$ cat config.mk
export PLATFORM = sky130hd
export DESIGN_NAME = uart_tx_arbiter_flat
export DESIGN_NICKNAME = d
export VERILOG_FILES = /design/src/rtl/uart_tx_arbiter_if.sv /design/src/rtl/uart_tx_arbiter.sv /design/src/flat_wrapper.sv
export SDC_FILE = /design/constraint.sdc
export NUM_CORES = 1
export LEC_CHECK = 0
export CAP_MARGIN = 20
export CORE_UTILIZATION = 40
export CTS_CLUSTER_DIAMETER = 150
export CTS_CLUSTER_SIZE = 16
export DETAILED_ROUTE_END_ITERATION = 7
export GPL_TIMING_DRIVEN = 0
export PLACE_DENSITY = 0.61
export SYNTH_ARGS = -nofsm -noshare
export SYNTH_HDL_FRONTEND = slang
export SYNTH_SLANG_ARGS = --single-unit
$ cat constraint.sdc
create_clock -name clk_i -period 3.8 [get_ports clk_i]
set_input_delay 0.57 -clock clk_i [delete_from_list [all_inputs] [get_ports clk_i]]
set_output_delay 0.57 -clock clk_i [all_outputs]
set_load 0.02 [all_outputs]
$ cat src/rtl/uart_tx_arbiter_if.sv
// Requester-side bundle of the shared UART transmitter: per-requester byte
// handshakes plus the arbiter's status and the serial line itself.
interface uart_tx_arbiter_if #(
   parameter int NumReq = 2
);
   logic [NumReq-1:0]         req_valid_i;
   logic [NumReq*8-1:0]       req_data_i;
   logic [NumReq-1:0]         req_lock_i;
   logic [NumReq-1:0]         req_ready_o;
   logic [$clog2(NumReq)-1:0] grant_o;
   logic                      busy_o;
   logic                      uart_tx_o;

   modport slave (
      input  req_valid_i, req_data_i, req_lock_i,
      output req_ready_o, grant_o, busy_o, uart_tx_o
   );

   modport master (
      output req_valid_i, req_data_i, req_lock_i,
      input  req_ready_o, grant_o, busy_o, uart_tx_o
   );
endinterface

$ cat src/rtl/uart_tx_arbiter.sv
// Round-robin arbiter with per-requester lock feeding a single 8N1 UART
// transmitter; one byte is accepted per frame.
//
// state    | meaning
// ---------+-----------------------------------------------------------
// ST_IDLE  | line high, arbitrating; ready offered to the chosen requester
// ST_START | start bit (low) for ClksPerBit cycles
// ST_DATA  | 8 data bits, LSB first, ClksPerBit cycles each
// ST_STOP  | stop bit (high); lock request sampled on its last cycle
module uart_tx_arbiter #(
   parameter int NumReq         = 2,
   parameter int ClockFrequency = 25_000_000,
   parameter int BaudRate       = 115_200
) (
   input logic              clk_i,
   input logic              rst_ni,
   uart_tx_arbiter_if.slave bus
);
   localparam int ClksPerBit = ClockFrequency / BaudRate;
   localparam int GrantW     = $clog2(NumReq);
   localparam int BaudW      = $clog2(ClksPerBit);
   localparam logic [BaudW-1:0]  BaudLast = BaudW'(ClksPerBit - 1);
   localparam logic [GrantW-1:0] LastReq  = GrantW'(NumReq - 1);

   if (ClksPerBit < 2) begin : g_bad_baud
      $error("uart_tx_arbiter: ClksPerBit must be at least 2");
   end
   if (NumReq < 2) begin : g_bad_numreq
      $error("uart_tx_arbiter: NumReq must be at least 2");
   end

   typedef enum logic [1:0] {ST_IDLE, ST_START, ST_DATA, ST_STOP} state_t;

   state_t            state_q;
   logic [BaudW-1:0]  baud_q;
   logic [2:0]        bit_q;
   logic [7:0]        shift_q;
   logic              tx_q;
   logic              busy_q;
   logic              locked_q;
   logic [GrantW-1:0] grant_q;
   logic [GrantW-1:0] rr_q;

   logic              lock_hold;
   logic              pick_found;
   logic [GrantW-1:0] pick_idx;
   logic [GrantW-1:0] scan_idx;
   int                scan_sum;
   logic [NumReq-1:0] ready_d;
   logic [7:0]        pick_data;
   logic              handshake;
   logic [GrantW-1:0] rr_next;

   // A held lock is released the moment its owner drops req_lock, so the
   // other requesters can win in that very cycle.
   assign lock_hold = locked_q & bus.req_lock_i[grant_q];

   always_comb begin
      pick_found = 1'b0;
      pick_idx   = rr_q;
      scan_idx   = rr_q;
      scan_sum   = 0;
      if (lock_hold) begin
         pick_found = bus.req_valid_i[grant_q];
         pick_idx   = grant_q;
      end else begin
         for (int k = 0; k < NumReq; k++) begin
            scan_sum = int'(rr_q) + k;
            if (scan_sum >= NumReq) scan_sum = scan_sum - NumReq;
            scan_idx = GrantW'(scan_sum);
            if (!pick_found && bus.req_valid_i[scan_idx]) begin
               pick_found = 1'b1;
               pick_idx   = scan_idx;
            end
         end
      end
   end

   always_comb begin
      ready_d = '0;
      if (state_q == ST_IDLE && pick_found) ready_d[pick_idx] = 1'b1;
   end

   assign handshake = (state_q == ST_IDLE) && pick_found;
   assign pick_data = bus.req_data_i[8*pick_idx +: 8];
   assign rr_next   = (pick_idx == LastReq) ? '0 : pick_idx + 1'b1;

   always_ff @(posedge clk_i or negedge rst_ni) begin
      if (!rst_ni) begin
         state_q  <= ST_IDLE;
         baud_q   <= '0;
         bit_q    <= '0;
         shift_q  <= '0;
         tx_q     <= 1'b1;
         busy_q   <= 1'b0;
         locked_q <= 1'b0;
         grant_q  <= '0;
         rr_q     <= '0;
      end else begin
         case (state_q)
            ST_IDLE: begin
               locked_q <= lock_hold;
               if (handshake) begin
                  shift_q <= pick_data;
                  grant_q <= pick_idx;
                  rr_q    <= rr_next;
                  tx_q    <= 1'b0;
                  busy_q  <= 1'b1;
                  baud_q  <= BaudLast;
                  state_q <= ST_START;
               end
            end
            ST_START: begin
               if (baud_q == '0) begin
                  tx_q    <= shift_q[0];
                  shift_q <= {1'b0, shift_q[7:1]};
                  bit_q   <= 3'd7;
                  baud_q  <= BaudLast;
                  state_q <= ST_DATA;
               end else begin
                  baud_q <= baud_q - 1'b1;
               end
            end
            ST_DATA: begin
               if (baud_q == '0) begin
                  baud_q <= BaudLast;
                  if (bit_q == 3'd0) begin
                     tx_q    <= 1'b1;
                     state_q <= ST_STOP;
                  end else begin
                     tx_q    <= shift_q[0];
                     shift_q <= {1'b0, shift_q[7:1]};
                     bit_q   <= bit_q - 1'b1;
                  end
               end else begin
                  baud_q <= baud_q - 1'b1;
               end
            end
            ST_STOP: begin
               if (baud_q == '0) begin
                  locked_q <= bus.req_lock_i[grant_q];
                  busy_q   <= 1'b0;
                  state_q  <= ST_IDLE;
               end else begin
                  baud_q <= baud_q - 1'b1;
               end
            end
            default: state_q <= ST_IDLE;
         endcase
      end
   end

   assign bus.req_ready_o = ready_d;
   assign bus.grant_o     = grant_q;
   assign bus.busy_o      = busy_q;
   assign bus.uart_tx_o   = tx_q;
endmodule

$ cat src/flat_wrapper.sv
// flat-port wrapper written by rule: the top's interface ports become plain ports
module uart_tx_arbiter_flat 
#(
   parameter int NumReq         = 2,
   parameter int ClockFrequency = 25_000_000,
   parameter int BaudRate       = 115_200
)
  (clk_i, rst_ni, bus_req_valid_i, bus_req_data_i, bus_req_lock_i, bus_req_ready_o, bus_grant_o, bus_busy_o, bus_uart_tx_o);
  uart_tx_arbiter_if #(.NumReq(NumReq)) bus_i ();
  input logic clk_i;
  input logic rst_ni;
  input wire logic [$bits(bus_i.req_valid_i)-1:0] bus_req_valid_i;
  input wire logic [$bits(bus_i.req_data_i)-1:0] bus_req_data_i;
  input wire logic [$bits(bus_i.req_lock_i)-1:0] bus_req_lock_i;
  output wire logic [$bits(bus_i.req_ready_o)-1:0] bus_req_ready_o;
  output wire logic [$bits(bus_i.grant_o)-1:0] bus_grant_o;
  output wire logic [$bits(bus_i.busy_o)-1:0] bus_busy_o;
  output wire logic [$bits(bus_i.uart_tx_o)-1:0] bus_uart_tx_o;
  assign bus_i.req_valid_i = bus_req_valid_i;
  assign bus_i.req_data_i = bus_req_data_i;
  assign bus_i.req_lock_i = bus_req_lock_i;
  assign bus_req_ready_o = bus_i.req_ready_o;
  assign bus_grant_o = bus_i.grant_o;
  assign bus_busy_o = bus_i.busy_o;
  assign bus_uart_tx_o = bus_i.uart_tx_o;
  uart_tx_arbiter #(.NumReq(NumReq), .ClockFrequency(ClockFrequency), .BaudRate(BaudRate)) u_core (.clk_i(clk_i), .rst_ni(rst_ni), .bus(bus_i));
endmodule
==> reports/qor.yml <==
status: "finished, final reports clean"
synthArstFlopShare: 1.00
nets: 255
path_class: "primary input to output pin"
most-common-layout-cells: "26 x clkdlybuf4s50_1, 25 x dfrtp_1, 13 x nor2_1"
dp.cells: 269
yosysSeqAreaShare: 0.369
layout_commonest_cell: "clkdlybuf4s50_1"
max_slew_margin: 0.324
drc: 0
fin_crit_ps: 3420
dieWidth_um: 68.4
cellLeakagePower_nw: 0.876
cts_setup_buffers: 0
fmax_mhz: 293
avgViaCountPerCell: 6.00
hold_slack_ps: 500
tightest_slew_ps: 1000
syn_avg_cell_area_um2: 9.20
cts_root_buf: "clkbuf_8"
dpl.hpwl_um: 3380
post_drt_wl_per_cell_um: 17.1
layout-drive-gt1-share: 0.0762
io_pins: 27
rsz0062_at_grt: "no"
die_h_um: 68.4
die-area_um2: 4680
mappedNetlistArea_um2: 1770
grt_max_degree: 16
antenna_found_initial: 0
vias: 1637
yosys_most_used_dff: "dfrtp_1"
gp_congestion: 0.772
r2r_slack_ps: 1170
instances_no_fill: 273
hold_path_class: "register to register"
start_util: 0.429
path_clk_slew_ps: 100
rows: 23
ctsHoldBuffers: 0
synth_cells: 192
cts_buffer_depth: 2
postRouteAntennaNets: 0
worstPathMaxFanout: 10
initialDrtViolationCount: 44
fp.coreArea_um2: 4120
synth.net_count: 223
synth_warnings: 0
tritoncts: "done"
n_fill_cell: 392
diodes: 0
grtUsageTotal: 0.214
routed_wl_um: 4680
htreeDepth: 1
dr.pass1.iters: 4
numClockSinks: 26
synth-seq-cells: 26
skew_ps: 2.10
required_ps: 3230
start_kind: "primary input"
setup_viol: 0
cts_buffers: 3
fin_tns_setup_ps: 0
critPathCaptureType: "output pin"
arrival_ps: 2850
grt_pass1_wl_um: 7490
grt_pass1_vias: 1633
period_share: 0.899
layout-area-overhead-vs-synth_pct: 22.5
gr-total-overflow: 0
post_cts_resized: 0
finalHoldViolations: 0
synth_edf_count: 0
worstSkewPairLatency_ps: 270
numPortBuffers: 26
ir_drop_v: 0.000358
max-cap-violations: 0
synth.distinct_cells: 46
maxSlewViolCount: 0
power_density_nw_per_um2: 905
kinds of logic (layout without fill, tap and decap cells):
family | count (synthesis) | after routing | synth area share
multiplexers | 5 | 5 | 0.0305
buffers and inverters | 20 | 51 | 0.0517
AO/OA/AOI/OAI | 62 | 62 | 0.262
flip-flops | 26 | 26 | 0.369
AND/OR/NAND/NOR | 70 | 70 | 0.223
adder cells (fa/ha/maj) | 9 | 9 | 0.0638
layout make-up:
| class | instances | area (um2) | share of cell area |
|---|---|---|---|
| Multi-Input combinational cell | 146 | 1030 | 0.475 |
| Sequential cell | 26 | 652 | 0.301 |
| Timing Repair Buffer | 27 | 275 | 0.127 |
| Tap cell | 50 | 62.6 | 0.0289 |
| Buffer | 12 | 61.3 | 0.0283 |
| Clock buffer | 4 | 55.1 | 0.0254 |
| Inverter | 8 | 30.0 | 0.0139 |
where the power goes:
part | total [mW] | switching (mW) | internal, mW
Clock | 0.188 | 0.0949 | 0.0928
Sequential | 0.539 | 0.125 | 0.414
Combinational | 1.23 | 0.705 | 0.526
Total | 1.96 | 0.925 | 1.03
through the flow:
stage	total power, mW	worst slack (ps)	utilization	instance area (um2)
finish	1.96	385	0.526	2160
CTS	1.95	141	0.524	2160
global route	2.12	230	0.526	2160
detailed placement	1.75	160	0.511	2100
floorplan	1.42	1440	-	1770
global placement	1.70	118	0.507	2090
path summary, 6_finish.rpt:
check | to | from | cells after the start
setup reg to reg | u_core.shift_q[5]$_DFFE_PN0P_ | u_core.baud_q[1]$_DFFE_PN0P_ | 7
hold / removal | u_core.bus.busy_o$_DFFE_PN0P_ | u_core.bus.busy_o$_DFFE_PN0P_ | 2
setup / recovery | bus_req_ready_o[1] | bus_req_lock_i[0] | 6
max in group asynchronous | u_core.bus.uart_tx_o$_DFFE_PN1P_ | rst_ni | 2
hold reg to reg | u_core.bus.busy_o$_DFFE_PN0P_ | u_core.bus.busy_o$_DFFE_PN0P_ | 2
min in group asynchronous | u_core.bus.grant_o$_DFFE_PN0P_ | rst_ni | 1
per-layer routing:
metal  track usage  wire length (um)  vias up
li1              -                 -      790
met1         0.276              2250      809
met2         0.374              2240       34
met3        0.0250               142        4
met4        0.0573                40        0
met5             0                 0        -
flip-flops by register name (all words and copies together), names as in the netlist:
register,cells
u_core.baud_q,8
u_core.shift_q,8
u_core.bit_q,3
u_core.state_q,2
u_core.bus.busy_o,1
u_core.bus.grant_o,1
u_core.bus.uart_tx_o,1
u_core.locked_q,1
u_core.rr_q,1
worst max-delay path: stages:
cell,delay (ps)
clkdlybuf4s50_1,470
and3b_1,200
o31ai_2,510
buf_2,330
nor2b_1,170
clkdlybuf4s50_1,610
cell usage after synthesis (all sizes together), types with 2 or more instances:
| cell type | n | area share |
|---|---|---|
| nor2b | 9 | 0.032 |
| mux2 | 3 | 0.019 |
| nand2 | 12 | 0.026 |
| a21o | 4 | 0.017 |
| clkbuf | 8 | 0.017 |
| o22a | 4 | 0.020 |
| a31oi | 5 | 0.018 |
| o31ai | 12 | 0.051 |
| nor2 | 13 | 0.028 |
| nand3 | 6 | 0.017 |
| o22ai | 2 | 0.0071 |
| ha | 9 | 0.064 |
| a211oi | 5 | 0.021 |
| o21ai | 4 | 0.011 |
| a21oi | 6 | 0.019 |
| nor3b | 8 | 0.037 |
| a21boi | 4 | 0.017 |
| o41ai | 7 | 0.035 |
| inv | 8 | 0.017 |
| dfrtp | 25 | 0.35 |
| buf | 4 | 0.018 |
| mux2i | 2 | 0.011 |
| and2 | 2 | 0.0071 |
| nor3 | 12 | 0.034 |
Note: power is estimated with default switching activity, not from simulation.
==> RTL change 1, RTL diff (config.mk and constraints unchanged) <==
`BaudRate` is set to 115_200 in 2 places; all go to 460_800.
--- a/src/rtl/uart_tx_arbiter.sv
+++ b/src/rtl/uart_tx_arbiter.sv
@@ -10,7 +10,7 @@
 module uart_tx_arbiter #(
    parameter int NumReq         = 2,
    parameter int ClockFrequency = 25_000_000,
-   parameter int BaudRate       = 115_200
+   parameter int BaudRate       = 460_800
 ) (
    input logic              clk_i,
    input logic              rst_ni,
--- a/src/flat_wrapper.sv
+++ b/src/flat_wrapper.sv
@@ -3,7 +3,7 @@
 #(
    parameter int NumReq         = 2,
    parameter int ClockFrequency = 25_000_000,
-   parameter int BaudRate       = 115_200
+   parameter int BaudRate       = 460_800
 )
   (clk_i, rst_ni, bus_req_valid_i, bus_req_data_i, bus_req_lock_i, bus_req_ready_o, bus_grant_o, bus_busy_o, bus_uart_tx_o);
   uart_tx_arbiter_if #(.NumReq(NumReq)) bus_i ();
Behaviour: same outputs for any inputs over 10 cycles, from zero or initial values and one cycle with rst_ni low; that may be too few to reach the edited logic, so the function may still have changed.
==> RTL change 1 against the original RTL <==
Total power up 8.9%; critical path depth increased by 2; highest routed layer unchanged; routed wire length up 12%; cell count increased by 17%; global-route usage is 0.19 points higher; setup slack got worse by 0.056 ns; area after synthesis up 12%; cell area up 11%; utilization decreased by 1.8 points; sequential cell count fell by 2; synthesized cell count rose by 16%.
==> RTL change 1: results (changes against the original RTL) <==
Synth
The average cell area after synthesis was 8.899 sq um (-3.2%). The post-synthesis adder-cell area fraction is 0.05066 (-0.01312). The number of nets in the synthesized netlist is 252 (+13%).

Sorting the synthesized cells by area gives the leading types as sky130_fd_sc_hd__dfrtp_1 (29%), sky130_fd_sc_hd__o211ai_1 (5.7%), sky130_fd_sc_hd__ha_1 (5.1%).

Layout
The number of multi-input logic gates is 164 (+12%). The fraction of cell area in non-clock buffers was 0.1436 (-0.01198). The number of buffers other than clock buffers in the final layout is 42 (+7.7%). The inverter count is 18 (+10). The net count of the finished layout is 283 (+11%). The number of clock buffers in the layout is 3 (-1). The storage element area is 601.8 sq um (-7.7%). The share of cells above drive strength 1 came to 0.08333 (+0.007100).

Place
The routability congestion estimate is 0.8636 (+12%). The worst slack after detailed placement came to 0.3304 ns (+0.1699 ns).

Global routing
The overall fraction of global-route tracks in use is 0.2161 (+0.001926). The pin count of the biggest net entering global routing was 15 (-1).

Detailed routing
The number of design-rule violations left by the first detailed-router iteration came to 197 (+350%). The overall via count from detail_route is 1834 (+12%).

Hold path
The launch instance of the worst min-delay path is u_core.shift_q[7]$_DFFE_PN0P_. The number of stages on the worst hold path came to 1 (-1).

Setup path
In this run the critical register-to-register path is captured at u_core.shift_q[0]$_DFFE_PN0P_. The maximum fanout along the worst path was 9 (-1).

Pwr
The clock network fraction of total power is 0.110 (+0.014). The proportion of power drawn by combinational gates came to 0.657 (+0.028). The static leakage was 1.002 nW (+14%).

Status
The run finished with clean final reports.
RTL change 1: cell count changes in the layout (fill, tap and decap cells not counted), moves of 6 or more:
cell,delta
sky130_fd_sc_hd__a311oi_1,+6
sky130_fd_sc_hd__and4b_1,+6
sky130_fd_sc_hd__inv_1,+9
sky130_fd_sc_hd__mux2i_1,+7
sky130_fd_sc_hd__nand2_1,+7
sky130_fd_sc_hd__nor3_1,-10
sky130_fd_sc_hd__nor3b_1,-6
sky130_fd_sc_hd__o211ai_1,+15
sky130_fd_sc_hd__o41ai_1,-7
RTL change 1: routing by layer:
layer	up-vias	routed length (microns)	part of all wire	GRT usage
met5	-	0	0	0
met2	51	2290	0.44	0.3229
li1	900	-	-	-
met4	0	59	0.011	0.06100
met3	5	266	0.051	0.02361
met1	878	2608	0.50	0.3273
==> RTL change 2, RTL diff (same flow settings) <==
Made on the original files. Make the reset (`rst_ni`) synchronous in one clocked block.
--- a/src/rtl/uart_tx_arbiter.sv
+++ b/src/rtl/uart_tx_arbiter.sv
@@ -85,7 +85,7 @@
    assign pick_data = bus.req_data_i[8*pick_idx +: 8];
    assign rr_next   = (pick_idx == LastReq) ? '0 : pick_idx + 1'b1;
 
-   always_ff @(posedge clk_i or negedge rst_ni) begin
+   always_ff @(posedge clk_i) begin
       if (!rst_ni) begin
          state_q  <= ST_IDLE;
          baud_q   <= '0;
Function: differs if rst_ni is asserted again (counterexample within 4 cycles, from zero or initial values and one cycle with rst_ni low); with rst_ni held inactive, the same outputs for 10 cycles.
==> RTL change 2 against the original RTL <==
Maximum frequency increased by 8.9%; utilization fell by 1.6 points; sequential power decreased by 14%; synthesized cell count is 5.2% higher; cell area is 5.0% lower; hold slack lost 0.025 ns; sequential cell count unchanged; routed wire length fell by 17%; total power is 7.7% lower; setup slack better by 0.28 ns; area after synthesis is 4.5% lower; critical endpoint is now bus_req_ready_o[0].
==> RTL change 2: results (changes against the original RTL) <==
Setup path
The flop-to-flop setup slack is 1.45 ns (+0.28 ns). The arrival time at the worst endpoint is 2.56 ns (-0.29 ns). The reg-to-reg startpoint is u_core.state_q[0]$_SDFFE_PN0P_. The number of cell instances on the worst register-to-register path was 8 (+1). In this run the critical register-to-register path is captured at u_core.baud_q[3]$_SDFFE_PN0P_.

Global routing
The via count of the first global-routing pass is 1358 (-17%). The first-pass GRT wire length is 6127 microns (-18%). The overall fraction of global-route tracks in use is 0.1797 (-0.03447). The initial antenna violation count was 0 (unchanged). The pin count of the biggest net entering global routing is 15 (-1).

CTS
The number of buffers between clock root and the deepest sink is 2 (unchanged). Clock tree synthesis selected as its root buffer the cell sky130_fd_sc_hd__clkbuf_8. The TritonCTS buffer count is 3 (unchanged).

Pwr
The highest ir drop seen on vdd is 430.3 uV (+20%). The switching share of power is 0.4668 (-0.005683). The static leakage was 0.8165 nW (-6.8%).

Synth
The number of nets in the synthesized netlist was 232 (+4.0%). The async set or reset register ratio after synthesis is 0 (-1.000). Counting instances in the post-synthesis netlist gives the leading cell types as sky130_fd_sc_hd__dfxtp_1 (26), sky130_fd_sc_hd__nor2_1 (18), sky130_fd_sc_hd__nor3_1 (18), sky130_fd_sc_hd__a21oi_1 (17), sky130_fd_sc_hd__inv_1 (14). By area the synthesized netlist is led by sky130_fd_sc_hd__dfxtp_1 (31%), sky130_fd_sc_hd__ha_1 (5.9%), sky130_fd_sc_hd__o41ai_2 (5.8%). The share of the yosys chip area belonging to registers was 0.3086 (-0.06064).

Detailed routing
The routed wire length per instance was 13.74 microns (-20%). The number of design-rule violations left by the first detailed-router iteration is 86 (+95%). The number of detailed-route iterations in the first pass was 6 (+2). The overall via count from detail_route is 1519 (-7.2%).

Layout
The filler cell count came to 412 (+5.1%). The net count of the finished layout is 262 (+2.7%). The antenna diode count came to 0 (unchanged). The share of cells above drive strength 1 was 0.1169 (+0.04065).

Place
The post-detailed-placement half-perimeter wirelength came to 2855 microns (-15%). The number of buffers added on ports is 25 (-3.8%). The routability congestion estimate is 0.7802 (+1.1%). The worst slack after detailed placement is 0.6580 ns (+0.4975 ns).

STA
The final worst clock skew is 0.002390 ns (+0.0002883 ns). The worst hold margin is 0.4756 ns (-0.02459 ns). The measured slew at the worst slew-check pin was 0.5941 ns (-0.4056 ns).

Hold path
The path with the worst hold slack has its endpoint at u_core.shift_q[5]$_SDFFE_PN0P_. The launch instance of the worst min-delay path is u_core.shift_q[5]$_SDFFE_PN0P_.

Status
The run finished with clean final reports.
-- RTL change 2: layer usage --
metal  track usage  routed length [microns]  vias up
met5             0                        0        -
met4       0.06383                       52        0
met3       0.02055                      150        5
met2        0.2828                     1722       25
met1        0.2490                     1935      698
li1              -                        -      791
-- RTL change 2: layout make-up --
type                            count  area, sq um  area share
Inverter                           14        52.55     0.02558
Tap cell                           50        62.56     0.03045
Sequential cell                    26        520.5      0.2533
Clock buffer                        4        55.05     0.02680
Buffer                             12        55.05     0.02680
Timing Repair Buffer               25        250.2      0.1218
Multi-Input combinational cell    150         1059      0.5152
-- RTL change 2: how the worst max path moves through the flow --
stage,startpoint,endpoint,slack (ns),cells past startpoint
6_report,bus_req_lock_i[0],bus_req_ready_o[0],0.67,7
5_1_grt,bus_req_lock_i[0],bus_req_ready_o[0],0.53,7
4_1_cts,bus_req_lock_i[0],bus_req_ready_o[0],0.65,7
3_5_place_dp,bus_req_lock_i[0],bus_req_ready_o[0],0.66,7
3_3_place_gp,bus_req_lock_i[0],bus_req_ready_o[0],0.65,7
2_1_floorplan,bus_req_lock_i[0],bus_req_ready_o[1],1.65,4
-- RTL change 2: worst max-delay path, cell delays in order --
cell and delay [ns]:
sky130_fd_sc_hd__clkdlybuf4s50_1 0.46, sky130_fd_sc_hd__nor2b_1 0.17, sky130_fd_sc_hd__a221o_1 0.19, sky130_fd_sc_hd__buf_2 0.21, sky130_fd_sc_hd__nand2_2 0.17, sky130_fd_sc_hd__nor2_1 0.17
sky130_fd_sc_hd__clkdlybuf4s50_1 0.62
-- RTL change 2: cell families after synthesis --
kind of cell    after synthesis  synth area share
mux                           4           0.02448
buf+inv                      26           0.06380
simple gates                 81            0.2574
fa+ha+maj                     8           0.05935
flops                        26            0.3086
compound gates               57            0.2864
-- RTL change 2: power groups by stage --
stage | Clock, mW | Sequential, mW | Combinational [mW]
after floorplan | 0 | 0.468 | 0.877
after global placement | 0 | 0.471 | 1.15
after detailed placement | 0 | 0.472 | 1.14
after CTS | 0.192 | 0.465 | 1.15
after global routing | 0.199 | 0.480 | 1.28
final | 0.189 | 0.465 | 1.15
-- RTL change 2: through the flow --
step / power, mW / util / cell area [sq um] / cells
3_3_place_gp: 1.619 / 0.4963 / 1999 / 277
2_1_floorplan: 1.346 / - / 1687 / 202
3_5_place_dp: 1.615 / 0.4963 / 1999 / 277
4_1_cts: 1.809 / 0.5099 / 2054 / 281
5_1_grt: 1.955 / 0.5099 / 2054 / 281
6_report: 1.808 / 0.5099 / 2054 / 281
